File: config.mk
export PLATFORM = sky130hd
export DESIGN_NAME = prime_sweep_ctrl
export DESIGN_NICKNAME = d
export VERILOG_FILES = /design/src/rtl/prime_sweep_ctrl.sv
export SDC_FILE = /design/constraint.sdc
export NUM_CORES = 1
export LEC_CHECK = 0
export ABC_AREA = 1
export BUFFER_PORTS_ARGS = -buffer_cell sky130_fd_sc_hd__buf_2
export CAP_MARGIN = 20
export CELL_PAD_IN_SITES_DETAIL_PLACEMENT = 1
export CELL_PAD_IN_SITES_GLOBAL_PLACEMENT = 2
export CORE_MARGIN = 2
export CORE_UTILIZATION = 30
export CTS_CLUSTER_DIAMETER = 60
export DETAILED_ROUTE_END_ITERATION = 6
export PLACE_DENSITY = 0.92
export SETUP_SLACK_MARGIN = 0.15
export SLEW_MARGIN = 10
export SYNTH_ARGS = -nofsm -noshare
export SYNTH_HDL_FRONTEND = slang
export SYNTH_SLANG_ARGS = --single-unit
export TNS_END_PERCENT = 1
File: constraint.sdc
create_clock -name clk -period 4.2 [get_ports clk]
set_clock_uncertainty 0.2 [all_clocks]
set_input_delay 0.42 -clock clk [delete_from_list [all_inputs] [get_ports clk]]
set_output_delay 0.42 -clock clk [all_outputs]
set_load 0.01 [all_outputs]
File: src/rtl/prime_sweep_ctrl.sv
// Sweeps a contiguous range of 3-bit codes through the prime evaluator and collects P samples.
// Optional golden compare against primes {2,3,5,7} enabled by PRIME_SWEEP_GOLDEN_CHECK_EN.
module prime_sweep_ctrl #(
   parameter int unsigned SETTLE_CYCLES = 1,
   parameter int unsigned START_VAL     = 0,
   parameter int unsigned END_VAL       = 7
) (
   input  logic       clk,
   input  logic       rst,
   input  logic       start,
   output logic       eval_c,
   output logic       eval_b,
   output logic       eval_a,
   input  logic       eval_p,
   output logic       busy,
   output logic       done,
   output logic [7:0] prime_map,
   output logic [3:0] prime_count,
   output logic       mismatch
);

   localparam int unsigned SettleW = (SETTLE_CYCLES > 0) ? $clog2(SETTLE_CYCLES + 1) : 1;
   localparam logic [SettleW-1:0] SettleInit = SettleW'(SETTLE_CYCLES);
   localparam logic [2:0] StartIdx = 3'(START_VAL);
   localparam logic [2:0] EndIdx   = 3'(END_VAL);

   generate
      if (START_VAL > 7 || END_VAL > 7 || END_VAL < START_VAL) begin : g_bad_range
         $error("prime_sweep_ctrl: illegal START_VAL/END_VAL combination");
      end
   endgenerate

   typedef enum logic [1:0] {StIdle, StDrive, StSample, StDone} state_e;

   state_e               state_q;
   logic [2:0]           idx_q;
   logic [SettleW-1:0]   settle_q;
   logic [7:0]           prime_map_q;
   logic [3:0]           prime_count_q;

`ifdef PRIME_SWEEP_GOLDEN_CHECK_EN
   localparam logic [7:0] GoldenMap = 8'hAC;
   logic mismatch_q;
`endif

   always_ff @(posedge clk) begin
      if (rst) begin
         state_q       <= StIdle;
         idx_q         <= '0;
         settle_q      <= '0;
         prime_map_q   <= '0;
         prime_count_q <= '0;
`ifdef PRIME_SWEEP_GOLDEN_CHECK_EN
         mismatch_q    <= 1'b0;
`endif
      end else begin
         unique case (state_q)
            StIdle: begin
               if (start) begin
                  state_q       <= StDrive;
                  idx_q         <= StartIdx;
                  settle_q      <= SettleInit;
                  prime_map_q   <= '0;
                  prime_count_q <= '0;
`ifdef PRIME_SWEEP_GOLDEN_CHECK_EN
                  mismatch_q    <= 1'b0;
`endif
               end
            end
            StDrive: begin
               if (settle_q == '0) begin
                  state_q <= StSample;
               end else begin
                  settle_q <= settle_q - 1'b1;
               end
            end
            StSample: begin
               prime_map_q[idx_q] <= eval_p;
               prime_count_q      <= prime_count_q + {3'b000, eval_p};
`ifdef PRIME_SWEEP_GOLDEN_CHECK_EN
               if (eval_p != GoldenMap[idx_q]) begin
                  mismatch_q <= 1'b1;
               end
`endif
               // Terminal code goes straight to DONE so idx never wraps.
               if (idx_q == EndIdx) begin
                  state_q <= StDone;
               end else begin
                  idx_q    <= idx_q + 3'd1;
                  settle_q <= SettleInit;
                  state_q  <= StDrive;
               end
            end
            StDone: begin
               state_q <= StIdle;
            end
            default: begin
               state_q <= StIdle;
            end
         endcase
      end
   end

   always_comb begin
      busy = (state_q != StIdle);
      done = (state_q == StDone);
      if (state_q == StDrive || state_q == StSample) begin
         {eval_c, eval_b, eval_a} = idx_q;
      end else begin
         {eval_c, eval_b, eval_a} = 3'b000;
      end
   end

   assign prime_map   = prime_map_q;
   assign prime_count = prime_count_q;
`ifdef PRIME_SWEEP_GOLDEN_CHECK_EN
   assign mismatch    = mismatch_q;
`else
   assign mismatch    = 1'b0;
`endif

endmodule

Yosys cells after proc, flatten, opt, wreduce, memory -nomap -nowiden
Cells that the tools add are included.

cells by class
  add/sub/neg operators = 3
  $lt $le $gt $ge = 2
  equality and inequality tests = 7
  mux-type cells = 21
  reduce and logical (&&, ||, !) cells = 10

operator list
  operator               number
  $pmux W8 S2            1
  $bwmux W8              1
  $mux W8                1
  $pmux W2 S4            1
  $pmux W4 S2            1
  $mux W1                7
  $mux W2                3
  $mux W3                2
  $ne A2 B2 Y1 const B   3
  $pmux W3 S2            1
  $reduce_and A3 Y1      2
  $add A4 B1 Y4          1
  $eq A2 B2 Y1 const B   2
  $lt A3 B4 Y1 const B   1
  $mux W4                1
  $reduce_and A2 Y1      2
  $reduce_bool A2 Y1     2
  $add A3 B1 Y3 const B  1
  $demux W1 S3           1
  $eq A3 B3 Y1 const B   1
  $ge A3 B1 Y1 const B   1
  $pmux W1 S3            1
  $reduce_bool A3 Y1     1
  $eq A2 B1 Y1 const B   1
  other kinds (4)        4

word-level totals
  flip-flop bits (word level) = 18
  input port bits = 4
  output and inout port bits = 18
  logic and storage cells = 48

Longest topological paths before layout
  depth in word-level cells = 6
  depth in mapped cells = 10
  depth with buffers taken out = 10

Worst setup path before layout
No wires, ideal clock.

  path type = flip-flop to flip-flop
  start point = register state_q[0]
  end point = register prime_map_q[5] (netlist: prime_map[5])
  library setup time = 0.113 ns
  arrival time = 1.253 ns
  data required time = 3.887 ns
  setup slack = 2.634 ns
  stages on the path, launching flop included = 11
  path buffers = 0
  clock period less this slack = 1.566 ns
  cell sequence = dfxtp_1 inv_1 ha_1 inv_2 nand2_4 nand2_4 inv_2 nor2_1 nand2_1 nand2_1 nor2_1

on the way
  longest elaborated chain between the ends = 3
  elaborated cells between the ends (all ways) = 6
  classes of those cells = eq/ne (2); mux (1); reduce/logical (3)

ends and longest elaborated chain
  what                                                                 RTL line  text
  start: declaration                                                   35        state_e state_q;
  start signal: assignment                                             48        state_q <= StIdle;
  start signal: assignment                                             60        state_q <= StDrive;
  start signal: assignment                                             72        state_q <= StSample;
  $eq A2 B2 Y1 or $logic_not A2 Y1 (tied branches)                     57        unique case (state_q)
  $reduce_bool A2 Y1 (no source line) or $ne A2 B2 Y1 (tied branches)  -
  $reduce_and A2 Y1 (no source line)                                   -
  end signal: indexed assignment                                       78        prime_map_q[idx_q] <= eval_p;
  end: declaration                                                     38        logic [7:0] prime_map_q;

Several ways; a longest one is shown, not always the timed one.
A chain may end at the register's enable or synchronous reset.

Final worst setup path
  start point = register state_q[0]
  end point = output port eval_a

on the way
  longest elaborated chain between the ends = 3
  elaborated cells between the ends (all ways) = 4
  classes of those cells = eq/ne (2); mux (1); reduce/logical (1)

ends and longest elaborated chain
  what                                          RTL line  text
  $eq A2 B1 Y1 or $eq A2 B2 Y1 (tied branches)  107       if (state_q == StDrive || state_q == StSample) begin
  $logic_or A1 B1 Y1 *                          107
  $mux W1 *                                     107
  end: declaration                              13        output logic eval_a,

Mark *: on every way between the ends. The rest lies on a longest branch, timed or not.

==> metrics <==
wirelength, routed=2.695 mm; pre-CTS setup slack=2.356 ns; Residual DRC=0; Reg2Reg Setup Slack=2.34 ns; DR iter-0 viols=23; Placed Cells=225; largest net degree at the start of global routing=19; Hold Crit Class=input port to register; fin cells=228; Rows=21; Worst R2R Start=state_q[0]; H-tree depth=1; R2R cell count=9; Clock Sinks=18; MaxCap Viol Count=0; HP Start=rst; Total GRT Usage=14.28%; CORE AREA=3416 µm²; Initial Utilization=31.83%; fmax=492.3 MHz; fin util=35.60%; status=complete, no violations; # port buffers=20; CTS Buffer Depth=2; post-synth design cell area=1087 µm²; Worst Path Arrival=1.41 ns; wire length per cell=11.82 µm; RSZ-0062 raised after global routing=false; most frequent cells in the layout=nand2_1, nor2_1, buf_2; commonest non-fill, non-tap cell in the layout=nand2_1; sequential standard cell area=360.3 µm²; clock buffer count from CTS=3; Clock Pin Slew Worst Setup and Hold Paths=0.11 ns; total power=631.0 µW; syn_nets=179; gr ovfl total=0; area of the die=4122 µm²; worst setup margin=2.169 ns; Worst IR Drop VDD=0.2316 mV; Max Fanout on Critical Path=5; first-pass GRT wire length=4.719 mm; final net count=198; number of global-route vias before repair=1062; Clock Latency Late Sink=0.30 ns; CP startpoint=state_q[0]; die width=64.20 µm; Fill cells=468; area of the multi-input gates=623.1 µm²; element type at the critical path end=output pin; synthesized area per cell=6.590 µm²; Layout area overhead=11.85%; pwr dens=518.8 nW/µm²; Vias per Instance=4.614; root buf cell=clkbuf_4; post-route ant nets=0; # resized after CTS=0; Static Leak=0.0006030 µW; worst hold stages=2; initial antenna violation count=0; Final Cycle Share=48.36%; first drt pass iteration count=4; post-synthesis sequential area ratio=33.14%; final setup fails=0; Synth Register Bits=18; Startpoint Class=register; Data required, critical path=3.58 ns; CTS tree=built; Ys Warns=0; Post-CTS Hold Fix Bufs=0; TNS Setup=0 ns; Final GP Congestion=0.7613; Ports=22; placed wire-length estimate=2.116 mm; Post-CTS Setup Bufs=0; Mapped Cells=165; Slew Limit Fails=0; DR vias=1052; min Tclk post-route=2.031 ns; fraction of layout cells with a size suffix above 1=18.13%; critical path type=register to output pin; Netlist cell types=18; antenna cell count=0; Die H=64.20 µm; Hold Fails Final Rpt=0
[metrics by stage]
step / hold WS (ns) / area, µm²
after global placement: 0.2415 / 1194
after CTS: 0.2213 / 1216
after floorplan: 0.2401 / 1087
final: 0.2081 / 1216
after detailed placement: 0.2513 / 1194
after global routing: 0.2327 / 1216
[sequential cells by signal, indices dropped and copies added (netlist names)]
name / count
idx_q: 3
prime_count: 4
prime_map: 8
settle_q: 1
state_q: 2
[power breakdown]
part | total [µW] | internal (µW) | switching (µW)
logic | 304 | 101 | 203
clock network | 90.5 | 33.4 | 57.1
registers | 236 | 196 | 40.9
[kinds of logic after synthesis]
kind of cell,synth area share (%)
AND/OR/NAND/NOR,38.90
buffers and inverters,9.551
other,0.3449
adder cells (fa/ha/maj),11.51
AO/OA/AOI/OAI,6.559
flip-flops,33.14
[path summary, 6_finish.rpt]
| kind | endpoint |
|---|---|
| worst max-delay path | eval_a |
| worst min-delay path | prime_map[7] |
| worst max register to register | idx_q[1] |
| worst min register to register | prime_map[0] |
[metal layers]
metal	track usage, %	share of wire, %
met4	3.989	1.2
met5	0	0
met2	24.87	47
met1	18.11	49
met3	2.289	3.2
[cell usage after synthesis]
cell      n  area (µm²)
ha_1     10       125.1
buf_2     2       10.01
nand3_1  10       50.05
o21ai_0   2       10.01
a21oi_1   9       45.04
buf_4     1       7.510
nand2_2   3       18.77
inv_2     4       15.01
o21a_1    1       7.510
a21oi_2   1       8.760
buf_6     3       33.78
nand2_4   2       22.52
nand2_1  55       206.5
conb_1    1       3.750
nor3_1    1       5.000
nor2_1   32       120.1
inv_1    10       37.54
dfxtp_1  18       360.4
[area by class of cell]
type / instances / share of cell area, %
clock buffer: 3 / 1.852
inverter: 14 / 4.321
multi-input combinational: 127 / 51.23
sequential: 18 / 29.63
tap: 46 / 4.732
timing repair buffer: 20 / 8.230
[critical path, cell delays in order, from the launching register on]
cell,delay (ns)
dfxtp_1,0.41
inv_1,0.12
ha_1,0.34
nand2_1,0.08
inv_1,0.04
buf_2,0.13
Note: power is estimated with default switching activity, not from simulation.
